<file path="src/rtl/hash_msg_packer_if.sv">
// hash_msg_packer_if: byte-stream input and padder-facing word output of the message packer.
// Optional PACKER_LEN_COUNT_EN adds msg_len/len_ovf.
interface hash_msg_packer_if #(
    parameter int WORD_BYTES = 24,
    parameter int CNT_W      = 6
);
    logic [7:0]              s_data;
    logic                    s_valid;
    logic                    s_last;
    logic                    s_ready;
    logic [WORD_BYTES*8-1:0] word;
    logic                    word_valid;
    logic                    word_last;
    logic [CNT_W-1:0]        word_bytes;
    logic                    buffer_full;
    logic                    done;
`ifdef PACKER_LEN_COUNT_EN
    logic [15:0]             msg_len;
    logic                    len_ovf;
`endif

    modport master (
        input  s_data, s_valid, s_last, buffer_full,
        output s_ready, word, word_valid, word_last, word_bytes, done
`ifdef PACKER_LEN_COUNT_EN
        , output msg_len, len_ovf
`endif
    );

    modport slave (
        output s_data, s_valid, s_last, buffer_full,
        input  s_ready, word, word_valid, word_last, word_bytes, done
`ifdef PACKER_LEN_COUNT_EN
        , input msg_len, len_ovf
`endif
    );
endinterface

</file>
<file path="src/rtl/hash_msg_packer.sv">
// hash_msg_packer: packs one byte-stream message big-endian into 192-bit padder words.
// Optional PACKER_LEN_COUNT_EN adds a saturating accepted-byte counter (msg_len/len_ovf).
module hash_msg_packer #(
    parameter int WORD_BYTES = 24,
    parameter int CNT_W      = 6
) (
    input  logic                 clk,
    input  logic                 reset,
    hash_msg_packer_if.master    bus
);
    localparam logic [CNT_W-1:0] FULL = CNT_W'(WORD_BYTES);

    typedef enum logic [2:0] {FILL, SEND, SEND_FULL, TAIL, DONE} state_t;

    state_t                  state_q;
    logic [CNT_W-1:0]        count_q, count_d;
    logic [WORD_BYTES*8-1:0] word_q, fill_d;
    logic                    word_valid_q, word_last_q, done_q, s_ready_q;
    logic [CNT_W-1:0]        word_bytes_q;
    logic                    byte_take, word_take;

    assign byte_take = bus.s_valid & s_ready_q;
    assign word_take = word_valid_q & ~bus.buffer_full;
    assign count_d   = count_q + 1'b1;

    always_comb begin
        fill_d = word_q;
        for (int i = 0; i < WORD_BYTES; i++)
            if (count_q == CNT_W'(i)) fill_d[(WORD_BYTES-1-i)*8 +: 8] = bus.s_data;
    end

    always_ff @(posedge clk) begin
        if (reset) begin
            state_q      <= FILL;
            count_q      <= '0;
            word_q       <= '0;
            word_valid_q <= 1'b0;
            word_last_q  <= 1'b0;
            word_bytes_q <= '0;
            done_q       <= 1'b0;
            s_ready_q    <= 1'b0;
        end else begin
            case (state_q)
                FILL: begin
                    s_ready_q <= 1'b1;
                    if (byte_take) begin
                        word_q       <= fill_d;
                        count_q      <= count_d;
                        word_bytes_q <= count_d;
                        if (bus.s_last || count_d == FULL) begin
                            s_ready_q    <= 1'b0;
                            word_valid_q <= 1'b1;
                            // a last byte that fills the word still needs an empty tail word
                            word_last_q  <= bus.s_last && count_d != FULL;
                            state_q      <= (bus.s_last && count_d == FULL) ? SEND_FULL : SEND;
                        end
                    end
                end
                SEND: if (word_take) begin
                    word_valid_q <= 1'b0;
                    if (word_last_q) begin
                        state_q <= DONE;
                        done_q  <= 1'b1;
                    end else begin
                        state_q   <= FILL;
                        word_q    <= '0;
                        count_q   <= '0;
                        s_ready_q <= 1'b1;
                    end
                end
                SEND_FULL: if (word_take) begin
                    word_q       <= '0;
                    word_last_q  <= 1'b1;
                    word_bytes_q <= '0;
                    state_q      <= TAIL;
                end
                TAIL: if (word_take) begin
                    word_valid_q <= 1'b0;
                    done_q       <= 1'b1;
                    state_q      <= DONE;
                end
                DONE: ;
                default: state_q <= FILL;
            endcase
        end
    end

    assign bus.s_ready    = s_ready_q;
    assign bus.word       = word_q;
    assign bus.word_valid = word_valid_q;
    assign bus.word_last  = word_last_q;
    assign bus.word_bytes = word_bytes_q;
    assign bus.done       = done_q;

`ifdef PACKER_LEN_COUNT_EN
    logic [15:0] msg_len_q;
    logic        len_ovf_q;

    always_ff @(posedge clk) begin
        if (reset) begin
            msg_len_q <= '0;
            len_ovf_q <= 1'b0;
        end else if (byte_take && msg_len_q != 16'hFFFF) begin
            msg_len_q <= msg_len_q + 16'd1;
            len_ovf_q <= len_ovf_q | (msg_len_q == 16'hFFFE);
        end
    end

    assign bus.msg_len = msg_len_q;
    assign bus.len_ovf = len_ovf_q;
`endif
endmodule
</file>
<file path="src/flat_wrapper.sv">
// flat-port wrapper written by rule: the top's interface ports become plain ports
module hash_msg_packer_flat 
#(
    parameter int WORD_BYTES = 24,
    parameter int CNT_W      = 6
)
  (clk, reset, bus_s_data, bus_s_valid, bus_s_last, bus_buffer_full, bus_s_ready, bus_word, bus_word_valid, bus_word_last, bus_word_bytes, bus_done);
  hash_msg_packer_if #(.WORD_BYTES(WORD_BYTES), .CNT_W(CNT_W)) bus_i ();
  input  logic clk;
  input  logic reset;
  input wire logic [$bits(bus_i.s_data)-1:0] bus_s_data;
  input wire logic [$bits(bus_i.s_valid)-1:0] bus_s_valid;
  input wire logic [$bits(bus_i.s_last)-1:0] bus_s_last;
  input wire logic [$bits(bus_i.buffer_full)-1:0] bus_buffer_full;
  output wire logic [$bits(bus_i.s_ready)-1:0] bus_s_ready;
  output wire logic [$bits(bus_i.word)-1:0] bus_word;
  output wire logic [$bits(bus_i.word_valid)-1:0] bus_word_valid;
  output wire logic [$bits(bus_i.word_last)-1:0] bus_word_last;
  output wire logic [$bits(bus_i.word_bytes)-1:0] bus_word_bytes;
  output wire logic [$bits(bus_i.done)-1:0] bus_done;
  assign bus_i.s_data = bus_s_data;
  assign bus_i.s_valid = bus_s_valid;
  assign bus_i.s_last = bus_s_last;
  assign bus_i.buffer_full = bus_buffer_full;
  assign bus_s_ready = bus_i.s_ready;
  assign bus_word = bus_i.word;
  assign bus_word_valid = bus_i.word_valid;
  assign bus_word_last = bus_i.word_last;
  assign bus_word_bytes = bus_i.word_bytes;
  assign bus_done = bus_i.done;
  hash_msg_packer #(.WORD_BYTES(WORD_BYTES), .CNT_W(CNT_W)) u_core (.clk(clk), .reset(reset), .bus(bus_i));
endmodule
</file>
<file path="config.mk">
export PLATFORM = sky130hd
export DESIGN_NAME = hash_msg_packer_flat
export DESIGN_NICKNAME = d
export VERILOG_FILES = /design/src/rtl/hash_msg_packer_if.sv /design/src/rtl/hash_msg_packer.sv /design/src/flat_wrapper.sv
export SDC_FILE = /design/constraint.sdc
export NUM_CORES = 1
export LEC_CHECK = 0
export BUFFER_PORTS_ARGS = -buffer_cell sky130_fd_sc_hd__buf_2
export CAP_MARGIN = 20
export CORE_MARGIN = 1.5
export CORE_UTILIZATION = 30
export DETAILED_ROUTE_END_ITERATION = 7
export MAX_ROUTING_LAYER = met4
export PLACE_DENSITY = 0.55
export SLEW_MARGIN = 30
export SYNTH_ARGS = -nofsm -noshare
export SYNTH_HDL_FRONTEND = slang
export SYNTH_SLANG_ARGS = --single-unit
</file>
<file path="constraint.sdc">
create_clock -name clk -period 2 [get_ports clk]
set_input_delay 0.4 -clock clk [delete_from_list [all_inputs] [get_ports clk]]
set_output_delay 0.4 -clock clk [all_outputs]
set_load 0.03 [all_outputs]
</file>
## Word-level counts from Yosys, hierarchy flattened

Index checks and enable logic that the tools add are counted.

| storage, ports and cells | value |
|---|---|
| input bits | 13 |
| word-level logic and storage cells | 198 |
| flip-flop bits (word level) | 211 |
| output and inout bits | 202 |

| cells by class | value |
|---|---|
| $add $sub $neg | 1 |
| equal/unequal tests | 61 |
| mux-type cells | 59 |
| bitwise logic cells | 4 |
| reduce and logical (&&, ||, !) cells | 42 |

Operator list:

| cell | count |
|---|---|
| 2-to-1 mux 192 bit | 4 |
| case mux 192 bit (3 select lines) | 1 |
| 2-to-1 mux 8 bit | 24 |
| AND reduction 6 bit | 25 |
| != test 2 x 1 -> 1 bit, second input constant | 31 |
| == test 6 x 5 -> 1 bit, second input constant | 9 |
| == test 6 x 4 -> 1 bit, second input constant | 8 |
| == test 6 x 3 -> 1 bit, second input constant | 4 |
| 2-to-1 mux 6 bit | 4 |
| case mux 6 bit (2 select lines) | 2 |
| 2-to-1 mux 3 bit | 6 |
| AND reduction 4 bit | 4 |
| case mux 3 bit (5 select lines) | 1 |
| == test 6 x 2 -> 1 bit, second input constant | 2 |
| 2-to-1 mux 1 bit | 12 |
| case mux 1 bit (2 select lines) | 4 |
| nonzero test 2 bit | 4 |
| adder 6 x 1 -> 6 bit, second input constant | 1 |
| == test 3 x 2 -> 1 bit, second input constant | 2 |
| == test 6 x 1 -> 1 bit, second input constant | 1 |
| zero test 6 bit | 1 |
| != test 6 x 5 -> 1 bit, second input constant | 1 |
| AND reduction 3 bit | 2 |
| == test 3 x 1 -> 1 bit, second input constant | 1 |
| other kinds (10) | 13 |

## Depth between registers and ports, before layout

Gate-level depths: netlist (run 1).

| depth | value |
|---|---|
| word-level depth | 7 |
| depth in mapped cells | 8 |
| gate-level depth less buffers | 5 |

## Least setup slack after synthesis (run 1)

OpenSTA, ideal clock, no wires.

| timing | value |
|---|---|
| path kind | register to register |
| from | register u_core.word_valid_q (netlist: u_core.bus.word_valid) |
| to | register u_core.word_q[104] (netlist: u_core.bus.word[104]) |
| stages on the path, launching flop included | 8 |
| clock period less this slack | 1,865 ps |
| data arrival time | 1,733 ps |
| required time | 1,868 ps |
| path slack | 135 ps |
| library setup time | 132 ps |
| buffers on the path | 2 |
| path through | dfxtp_1 nand2b_1 o31ai_1 nand3b_2 buf_4 a21o_1 buf_4 mux2i_1 |

| between the ends | value |
|---|---|
| word-level cells in the longest chain between the ends | 3 |
| elaborated cells between the ends (all ways) | 4 |
| classes of those cells | eq/ne: 2; bitwise: 1; reduce/logical: 1 |

RTL lines:

| item | line | text |
|---|---|---|
| start: declaration | hash_msg_packer.sv:18 | `logic word_valid_q, word_last_q, done_q, s_ready_q;` |
| start signal: assignment | hash_msg_packer.sv:37 | `word_valid_q <= 1'b0;` |
| start signal: assignment | hash_msg_packer.sv:52 | `word_valid_q <= 1'b1;` |
| start signal: assignment | hash_msg_packer.sv:60 | `word_valid_q <= 1'b0;` |
| AND 1 bit (*) | hash_msg_packer.sv:23 | `assign word_take = word_valid_q & ~bus.buffer_full;` |
| != test 2 x 1 -> 1 bit (no line) | -- |  |
| AND reduction 6 bit (no line) (*) | -- |  |
| end signal: assignment | hash_msg_packer.sv:47 | `word_q <= fill_d;` |
| end: declaration | hash_msg_packer.sv:17 | `logic [WORD_BYTES*8-1:0] word_q, fill_d;` |

Every way passes the cells marked *; elsewhere a longest branch is shown, timed or not.
A chain may end at the register's enable or synchronous reset.

## Worst setup path in the final report (run 1)

| timing | value |
|---|---|
| from | register u_core.state_q[2] |
| to | register u_core.word_q[162] (netlist: u_core.bus.word[162]) |

| between the ends | value |
|---|---|
| word-level cells in the longest chain between the ends | 3 |
| elaborated cells between the ends (all ways) | 11 |
| classes of those cells | eq/ne: 7; mux: 1; reduce/logical: 3 |

RTL lines:

| item | line | text |
|---|---|---|
| start: declaration | hash_msg_packer.sv:15 | `state_t state_q;` |
| start signal: assignment | hash_msg_packer.sv:55 | `state_q <= (bus.s_last && count_d == FULL) ? SEND_FULL : SEND;` |
| == test 3 x 1 -> 1 bit, or another cell as far along | hash_msg_packer.sv:43 | `case (state_q)` |
| != test 2 bit (no line), or another cell as far along | -- |  |
| AND reduction 6 bit (no line) | -- |  |

Several ways; a longest one is shown, not always the timed one.

==> results by group, run 1 <==
Routing
  • Total DRC errors in the routed layout: 0
  • Final antenna-violating net count: 0
  • Total routed wire length on the met1 layer: between 10000 and 15000 um
  • Per-cell via count in the routed design: about 4.4
  • Detailed-route wire length per cell: roughly 17 um
  • WL final: 24870 um
  • DR pass1 iterations: 4
  • Met3 routed WL: between 1500 and 2000 um
  • 1st-iter DRT viols: approximately 350
  • Highest signal layer in the routed design: met4
  • Number of vias after detailed routing: between 6k and 7k
  • Routed length on met2: approximately 11000 um

STA
  • Fin Hold WS: roughly 0.25 ns
  • Final number of setup-violating endpoints: 0
  • Minimum clock period: ~1.8 ns
  • Fin crit share: between 80% and 90%
  • Minimum setup slack in the final design: 0.2195 ns
  • Setup TNS: 0 ns
  • Slew Limit Fails: 0
  • Headroom to the max-slew limit: between 40 and 50%
  • Unrepaired setup endpoints after global routing: false
  • Count of final hold-check violations: 0
  • Maximum clock frequency: 0.5616 GHz
  • Slew of the pin with the lowest slew margin: about 0.8 ns
  • Final Skew: approximately 0.011 ns

Yosys
  • Synthesized area divided by synthesized cell count: between 10 and 15 um^2
  • Syn Std Cell Area: between 8000 and 9000 um^2
  • Distinct cells, synth: 40
  • Synth Register Bits: roughly 210
  • Mapped Nets: roughly 840
  • Sequential element share of the synthesized area: 48.79%
  • Yosys warns: 0
  • Gate count of the mapped netlist: approximately 820

Placement
  • Half-perimeter wire length of the detailed placement result: 16510 um
  • Total placed instance area: about 11000 um^2
  • IO Port Bufs: between 200 and 250
  • Worst setup slack after placement: -0.1071 ns
  • Gpl congestion: around 0.75
  • Placed cell count: between 1k and 1.5k

Setup path
  • Number of cells on the worst reg-to-reg path: 8
  • Reg2Reg Capture Point: u_core.bus.word[162]$_SDFFE_PP0P_
  • Most frequent cell on the critical path: sky130_fd_sc_hd__buf_12
  • Startpoint of the most critical register-to-register path: u_core.state_q[2]$_SDFFE_PP0P_
  • Startpoint Class: register
  • Cell with the largest stage delay on the worst path: sky130_fd_sc_hd__dfxtp_1
  • Largest incremental delay on the critical path: between 0.5 and 0.6 ns
  • Largest fanout of any net on the critical path: 24
  • Crit Path Category: reg -> reg
  • Setup slack on the worst flop-to-flop path: about 0.22 ns
  • Required @ worst endpoint: about 2.4 ns
  • Chain of cells forming the critical path: a2111oi_2, buf_4, a31oi_4, nand3b_2, buf_12, a21o_1, buf_12, mux2i_1
  • Capturing element type of the critical path: register
  • Arrival time reported for the critical path endpoint: between 2 and 2.5 ns
  • WP buf/inv: 3
  • Cell family with the largest share of critical-path delay: flip-flops

GRT
  • Initial antenna violation count: 0
  • Pin count of the biggest net entering global routing: 212
  • Overflow left after global routing: 0
  • Number of global-route vias before repair: 6437
  • Global-route wire length before repair: between 30000 and 40000 um
  • Overall global routing resource usage: 16.78%

Clock network
  • Number of H-tree branching levels: 1
  • Maximum number of buffers from clock root to sink: 3
  • TritonCTS clock tree: done
  • Post-CTS setup buffer count: 0
  • CTS Root Cell: sky130_fd_sc_hd__clkbuf_16
  • Clock-pin slew reported for the worst setup and hold paths after clock tree synthesis: 0.06 ns
  • Clock network latency to the later pin of the worst-skew pair: 0.51 ns
  • Clock sink count: 211
  • Num CTS Buffers: 24
  • Cts hold-fix bufs: 0

Floorplan
  • Die area: between 20000 and 30000 um^2
  • Die outline width: between 150 and 200 um
  • Placeable core area: approximately 29000 um^2
  • Die Ht: approximately 170 um
  • Initial cell density of the core: between 30% and 40%
  • Top-level port count: between 200 and 250
  • Num rows: just over 60

Min path
  • Class of the most critical hold timing path: in -> reg
  • Worst min-delay path endpoint: u_core.state_q[1]$_SDFFE_PP0P_
  • Cell count of the worst hold path: 3
  • Worst min-delay path startpoint: bus_s_last

Finish
  • Total non-filler cell area in the finished layout: ~11000 um^2
  • Flip-flop and latch area: approximately 4200 um^2
  • Final-stage net count: around 1.1k
  • Non-filler cells, final: about 1.4k
  • # fillers: approximately 2.9k
  • Util after Layout: 39.89%
  • Area growth from synthesis to final layout: 31.52%
  • Layout cell share with drive strength beyond 1: 30.05%
  • N_diodes: 0
  • Multi-input combinational cell area: 4049 um^2

Job
  • Max_cap viols: 0

Power
  • Standby leakage power: approximately 6.1 nW
  • IR drop worst, VDD: between 0.0005 and 0.0006 V
  • Power Dens Cells: around 860 nW/um^2
  • Tot Pwr: roughly 10 mW

Run status
  • Result of the run: completed
[power by group]
group	switching [mW]	internal [mW]
clock	1.76	2.71
combinational	0.593	0.383
sequential	0.0547	4.29
total	2.41	7.39
[cell type report]
| cell class | instances | share of cell area [%] |
|---|---|---|
| tap | 384 | 4.219 |
| timing repair buffer | 264 | 15.80 |
| inverter | 5 | 0.1648 |
| clock inverter | 8 | 0.9669 |
| sequential | 211 | 37.09 |
| multi-input combinational | 531 | 35.56 |
| clock buffer | 36 | 6.197 |
[layer usage]
metal | GRT usage [%] | vias to the layer above
met2 | 25.99 | 196
met3 | 4.947 | 32
met1 | 21.79 | 3000
met5 | - | -
met4 | 3.261 | 0
li1 | - | 3167
[cell usage after synthesis (all sizes together)]
cell	instances	area share [%]
dfxtp	211	49
nand2b	198	14
mux2i	192	22
nand2	43	1.9
clkbuf	41	1.8
buf	34	2.6
a21o	24	2.1
nor2	16	0.72
a21oi	9	0.52
inv	5	0.22
a22oi	4	0.35
ha	4	0.58
xnor2	4	0.40
a311oi	3	0.30
nor3	3	0.17
o21ai	3	0.17
a2111oi	2	0.29
a211oi	2	0.17
a221oi	2	0.20
a31oi	2	0.32
a41oi	2	0.20
and2	2	0.14
nand3	2	0.12
nor2b	2	0.14
nor3b	2	0.30
nor4	2	0.22
xor2	2	0.20
and3b	1	0.10
mux2	1	0.13
nand3b	1	0.13
nor4b	1	0.10
o21a	1	0.087
o31ai	1	0.087
[worst min-delay path, cell delays in order]
cell and delay (ns):
sky130_fd_sc_hd__buf_2 0.13, sky130_fd_sc_hd__a31oi_1 0.13, sky130_fd_sc_hd__a211oi_1 0.05
[cell families after synthesis]
| group | share of synthesized area [%] |
|---|---|
| AOI/OAI and AO/OA | 4.783 |
| and+or+nand+nor | 18.32 |
| muxes | 22.33 |
| DFF | 48.79 |
| buffers and inverters | 4.595 |
| xor gates and xnor gates | 0.6069 |
| adders and majority gates | 0.5781 |
[worst max path at each step]
stage | slack (ns) | depth (start not counted) | end | startpoint
after floorplan | 0.14 | 7 | u_core.bus.word[104]$_SDFFE_PP0P_ | u_core.bus.word_valid$_SDFFE_PP0P_
after global placement | -0.08 | 8 | u_core.bus.word[26]$_SDFFE_PP0P_ | bus_s_valid
final | 0.22 | 8 | u_core.bus.word[162]$_SDFFE_PP0P_ | u_core.state_q[2]$_SDFFE_PP0P_
after detailed placement | -0.11 | 8 | u_core.bus.word[12]$_SDFFE_PP0P_ | bus_s_valid
after global routing | 0.06 | 7 | u_core.bus.word[190]$_SDFFE_PP0P_ | u_core.state_q[1]$_SDFFE_PP0P_
after CTS | 0.1 | 7 | u_core.bus.word[179]$_SDFFE_PP0P_ | u_core.state_q[0]$_SDFFE_PP0P_
[flip-flops by register name, summed over array words and instances, names as in the netlist]
| signal | count |
|---|---|
| u_core.bus.done | 1 |
| u_core.bus.s_ready | 1 |
| u_core.bus.word | 192 |
| u_core.bus.word_bytes | 6 |
| u_core.bus.word_last | 1 |
| u_core.bus.word_valid | 1 |
| u_core.count_q | 6 |
| u_core.state_q | 3 |
[placed cells by master, fill, tap and decap left out, drive strengths merged, types with 2 or more instances in the layout]
cell       n
nor3b      2
nor4       2
xor2       2
a21o      24
a22oi      4
nand3      2
ha         4
mux2i    192
nand2     43
nor2      16
bufinv     2
a31oi      2
dfxtp    211
nor3       3
a2111oi    2
buf      264
a221oi     2
and2       2
nor2b      2
a41oi      2
clkinv     4
nand2b   198
o21ai      3
a211oi     2
a21oi      9
clkbuf    36
xnor2      4
inv        6
a311oi     3
[timing repair]
action / CTS / global route
setup endpoints to repair: 45 / 23
resized for setup: 1 / 6
pin swaps: 0 / 0
Note: power is estimated with default switching activity, not from simulation.
==> inputs of run 2 (changes only) <==
--- a/config.mk
+++ b/config.mk
@@ -5,13 +5,14 @@
 export SDC_FILE = /design/constraint.sdc
 export NUM_CORES = 1
 export LEC_CHECK = 0
+export ABC_AREA = 1
 export BUFFER_PORTS_ARGS = -buffer_cell sky130_fd_sc_hd__buf_2
 export CAP_MARGIN = 20
 export CORE_MARGIN = 1.5
 export CORE_UTILIZATION = 30
 export DETAILED_ROUTE_END_ITERATION = 7
 export MAX_ROUTING_LAYER = met4
-export PLACE_DENSITY = 0.55
+export PLACE_DENSITY = 0.56
 export SLEW_MARGIN = 30
 export SYNTH_ARGS = -nofsm -noshare
 export SYNTH_HDL_FRONTEND = slang
==> results by group, run 2 <==
STA
  • Slew of the pin with the lowest slew margin: 0.7001 ns (was 0.7775 ns)
  • Count of final hold-check violations: 0 (unchanged)
  • Minimum setup slack in the final design: 0.1674 ns (was 0.2195 ns)
  • Slew Limit Fails: 0 (unchanged)
  • Fin Hold WS: 0.2262 ns (was 0.2501 ns)
  • Headroom to the max-slew limit: 53.33% (was 48.17%)
  • Final number of setup-violating endpoints: 0 (unchanged)
  • Fin crit share: 91.63% (was 89.03%)
  • Final Skew: 0.01541 ns (was 0.01082 ns)
  • Unrepaired setup endpoints after global routing: true (was false)
  • Minimum clock period: 1.833 ns (was 1.781 ns)
  • Maximum clock frequency: 0.5457 GHz (was 0.5616 GHz)
  • Setup TNS: 0 ns (unchanged)

Placement
  • Total placed instance area: 9360 um^2 (was 10560 um^2)
  • Half-perimeter wire length of the detailed placement result: 16980 um (was 16510 um)
  • IO Port Bufs: 214 (unchanged)
  • Gpl congestion: 0.9404 (was 0.7451)
  • Worst setup slack after placement: 0.02791 ns (was -0.1071 ns)

Yosys
  • Sequential element share of the synthesized area: 53.26% (was 48.79%)
  • Most common flop cell mapped by yosys: sky130_fd_sc_hd__dfxtp_1 (unchanged)
  • Yosys warns: 0 (unchanged)
  • Library cell with the highest instance count after synthesis: sky130_fd_sc_hd__dfxtp_1 (unchanged)
  • Synth top area share: 53.26% (was 48.79%)
  • Biggest area consumer among synthesized cells: sky130_fd_sc_hd__dfxtp_1 (unchanged)
  • Top cells by count, synth: 211 x sky130_fd_sc_hd__dfxtp_1, 185 x sky130_fd_sc_hd__a21oi_1, 149 x sky130_fd_sc_hd__o21ai_0 (was 211 x sky130_fd_sc_hd__dfxtp_1, 198 x sky130_fd_sc_hd__nand2b_1, 192 x sky130_fd_sc_hd__mux2i_1)
  • Mapped Nets: 928 (was 839)
  • Gate count of the mapped netlist: 911 (was 822)
  • Syn Std Cell Area: 7931 um^2 (was 8658 um^2)
  • Biggest area contributors in the synthesized netlist: sky130_fd_sc_hd__dfxtp_1 53%, sky130_fd_sc_hd__a21oi_1 12%, sky130_fd_sc_hd__o21ai_0 9.4% (was sky130_fd_sc_hd__dfxtp_1 49%, sky130_fd_sc_hd__mux2i_1 22%, sky130_fd_sc_hd__nand2b_1 14%)
  • Distinct cells, synth: 30 (was 40)
  • Synthesized area divided by synthesized cell count: 8.706 um^2 (was 10.53 um^2)
  • Number of flops mapped to enable cells by yosys: 0 (unchanged)
  • Async set-reset flop share out of synthesis: 0% (unchanged)
  • Synth Register Bits: 211 (unchanged)

Routing
  • DR pass1 iterations: 5 (was 4)
  • Detailed-route wire length per cell: 16.78 um (was 17.28 um)
  • Total DRC errors in the routed layout: 0 (unchanged)
  • Number of vias after detailed routing: 7032 (was 6395)
  • Final antenna-violating net count: 0 (unchanged)
  • 1st-iter DRT viols: 530 (was 354)
  • Per-cell via count in the routed design: 4.751 (was 4.444)
  • WL final: 24830 um (was 24870 um)

GRT
  • Overall global routing resource usage: 17.90% (was 16.78%)
  • Initial antenna violation count: 1 (was 0)
  • Pin count of the biggest net entering global routing: 58 (was 212)
  • Overflow left after global routing: 0 (unchanged)
  • Number of global-route vias before repair: 6269 (was 6437)
  • Global-route wire length before repair: 36780 um (was 38330 um)

Floorplan
  • Die Ht: 165.6 um (was 172.9 um)
  • Die area: 27420 um^2 (was 29890 um^2)
  • Num rows: 59 (was 62)
  • Die outline width: 165.6 um (was 172.9 um)
  • Placeable core area: 25980 um^2 (was 28550 um^2)
  • Top-level port count: 215 (unchanged)
  • Initial cell density of the core: 30.52% (was 30.33%)

Power
  • Clk pwr share: 37.0% (was 45.6%)
  • Tot Pwr: 11.53 mW (was 9.791 mW)
  • Internal power: 7.778 mW (was 7.386 mW)
  • Combinational share of power: 22.3% (was 10.0%)
  • Standby leakage power: 4.756 nW (was 6.065 nW)
  • IR drop worst, VDD: 0.0007306 V (was 0.0005155 V)
  • Proportion of power drawn by flip-flops and latches: 40.7% (was 44.4%)
  • Net Sw Frac: 32.52% (was 24.57%)
  • Power Dens Cells: 1112 nW/um^2 (was 859.8 nW/um^2)
  • Net switching power: 3.749 mW (was 2.405 mW)

Setup path
  • WP buf/inv: 2 (was 3)
  • Startpoint Class: register (unchanged)
  • Reg2Reg Capture Point: u_core.bus.word[131]$_SDFFE_PP0P_ (was u_core.bus.word[162]$_SDFFE_PP0P_)
  • Largest fanout of any net on the critical path: 7 (was 24)
  • Cell family with the largest share of critical-path delay: simple AND/OR/NAND/NOR gates (was flip-flops)
  • Largest incremental delay on the critical path: 0.34 ns (was 0.51 ns)
  • Chain of cells forming the critical path: nor2_2, nand2_1, nand2_2, nor2_2, nor2_4, nand2_8, buf_12, nor2_4, buf_4, o21ai_0, a21oi_1 (was a2111oi_2, buf_4, a31oi_4, nand3b_2, buf_12, a21o_1, buf_12, mux2i_1)
  • CP endpoint: u_core.bus.word[131]$_SDFFE_PP0P_ (was u_core.bus.word[162]$_SDFFE_PP0P_)
  • Required @ worst endpoint: 2.44 ns (was 2.39 ns)
  • Number of cells on the worst reg-to-reg path: 11 (was 8)
  • Capturing element type of the critical path: register (unchanged)
  • Crit Path Category: reg -> reg (unchanged)
  • Total stage count of the critical path: 11 (was 8)
  • Arrival time reported for the critical path endpoint: 2.27 ns (was 2.17 ns)
  • Setup slack on the worst flop-to-flop path: 0.17 ns (was 0.22 ns)
  • Startpoint of the most critical register-to-register path: u_core.state_q[2]$_SDFFE_PP0P_ (unchanged)
  • Cell with the largest stage delay on the worst path: sky130_fd_sc_hd__dfxtp_1 (unchanged)
  • Start point of the critical path: u_core.state_q[2]$_SDFFE_PP0P_ (unchanged)

Run status
  • Result of the run: completed (unchanged)

Clock network
  • Cts hold-fix bufs: 0 (unchanged)
  • TritonCTS clock tree: done (unchanged)
  • Clock network latency to the later pin of the worst-skew pair: 0.51 ns (about the same)
  • Clock-pin slew reported for the worst setup and hold paths after clock tree synthesis: 0.06 ns (about the same)
  • CTS Root Cell: sky130_fd_sc_hd__clkbuf_16 (unchanged)
  • Clock sink count: 211 (unchanged)
  • Num CTS Buffers: 24 (unchanged)
  • Number of H-tree branching levels: 1 (unchanged)
  • Maximum number of buffers from clock root to sink: 3 (unchanged)

Min path
  • Class of the most critical hold timing path: in -> reg (unchanged)
  • Worst min-delay path startpoint: bus_s_last (unchanged)

Finish
  • Leading cell type in the layout, fill and taps excluded: sky130_fd_sc_hd__buf_2 (unchanged)
  • Area growth from synthesis to final layout: 30.67% (was 31.52%)
  • Total non-filler cell area in the finished layout: 10360 um^2 (was 11390 um^2)
  • Layout cell share with drive strength beyond 1: 31.73% (was 30.05%)
  • Commonest non-fill, non-tap cells in the layout: 214 x sky130_fd_sc_hd__buf_2, 210 x sky130_fd_sc_hd__dfxtp_1, 185 x sky130_fd_sc_hd__a21oi_1 (was 213 x sky130_fd_sc_hd__buf_2, 211 x sky130_fd_sc_hd__dfxtp_1, 198 x sky130_fd_sc_hd__nand2b_1)
  • Final-stage net count: 1143 (was 1054)
  • Number of flip-flops under the largest register name: 192 (unchanged)

Job
  • Max_cap viols: 0 (unchanged)
## run 2: cell type report
type | instances | area, um^2
Inverter | 52 | 197.7
Antenna cell | 1 | 2.502
Clock buffer | 35 | 683.2
Clock inverter | 9 | 82.58
Fill cell | 2650 | 15620
Tap cell | 335 | 419.2
Sequential cell | 211 | 4225
Timing Repair Buffer | 257 | 1574
Multi-Input combinational cell | 580 | 3179
## run 2: through the flow
stage                     util (%)  cells
after global placement       36.02   1424
final                        39.88   1480
after floorplan                  -    911
after detailed placement     36.02   1424
after global routing         39.88   1480
after CTS                    38.97   1468
## run 2: kinds of logic (layout without fill, tap and decap cells)
family / after synthesis / in the layout / synth area share (%)
compound gates: 389 / 389 / 26.25
fa+ha+maj: 4 / 4 / 0.6310
buf+inv: 120 / 353 / 7.241
flops: 211 / 211 / 53.26
other cells: 0 / 1 / 0
simple gates: 187 / 187 / 12.62
## run 2: how the worst min path moves through the flow
stage	to	slack (ns)	cells after the start
floorplan	u_core.count_q[1]$_SDFFE_PP0P_	0.49	2
global placement	u_core.bus.done$_SDFFE_PP0P_	0.44	2
detailed placement	u_core.bus.done$_SDFFE_PP0P_	0.44	2
CTS	u_core.bus.s_ready$_SDFFE_PP0P_	0.20	4
global route	u_core.bus.s_ready$_SDFFE_PP0P_	0.27	4
finish	u_core.bus.s_ready$_SDFFE_PP0P_	0.23	4
## run 2: routing by layer
metal / vias up / GRT usage [%] / share of wire (%)
li1: 3543 / - / -
met1: 3230 / 23.96 / 46
met2: 219 / 27.42 / 45
met4: 0 / 4.992 / 2.4
met3: 40 / 3.472 / 6.2
met5: - / - / 0
## run 2: what timing repair did
action                                 4_1_cts  5_1_grt
gates resized for setup                      0       16
endpoints found under the hold margin        0        0
buffers inserted                             0       10
setup endpoints to repair                    0      113
## run 2: power groups by stage
| stage | clock network [mW] | registers (mW) | logic, mW |
|---|---|---|---|
| floorplan | 0 | 5.40 | 1.06 |
| global placement | 0 | 4.77 | 2.44 |
| detailed placement | 0 | 4.77 | 2.46 |
| CTS | 4.37 | 4.69 | 2.46 |
| global route | 4.54 | 4.73 | 2.76 |
| finish | 4.26 | 4.69 | 2.57 |
## run 2: worst min-delay path: stages
cell and delay, ns:
sky130_fd_sc_hd__buf_2 0.09, sky130_fd_sc_hd__inv_1 0.05, sky130_fd_sc_hd__nand2_1 0.08, sky130_fd_sc_hd__a21oi_1 0.06
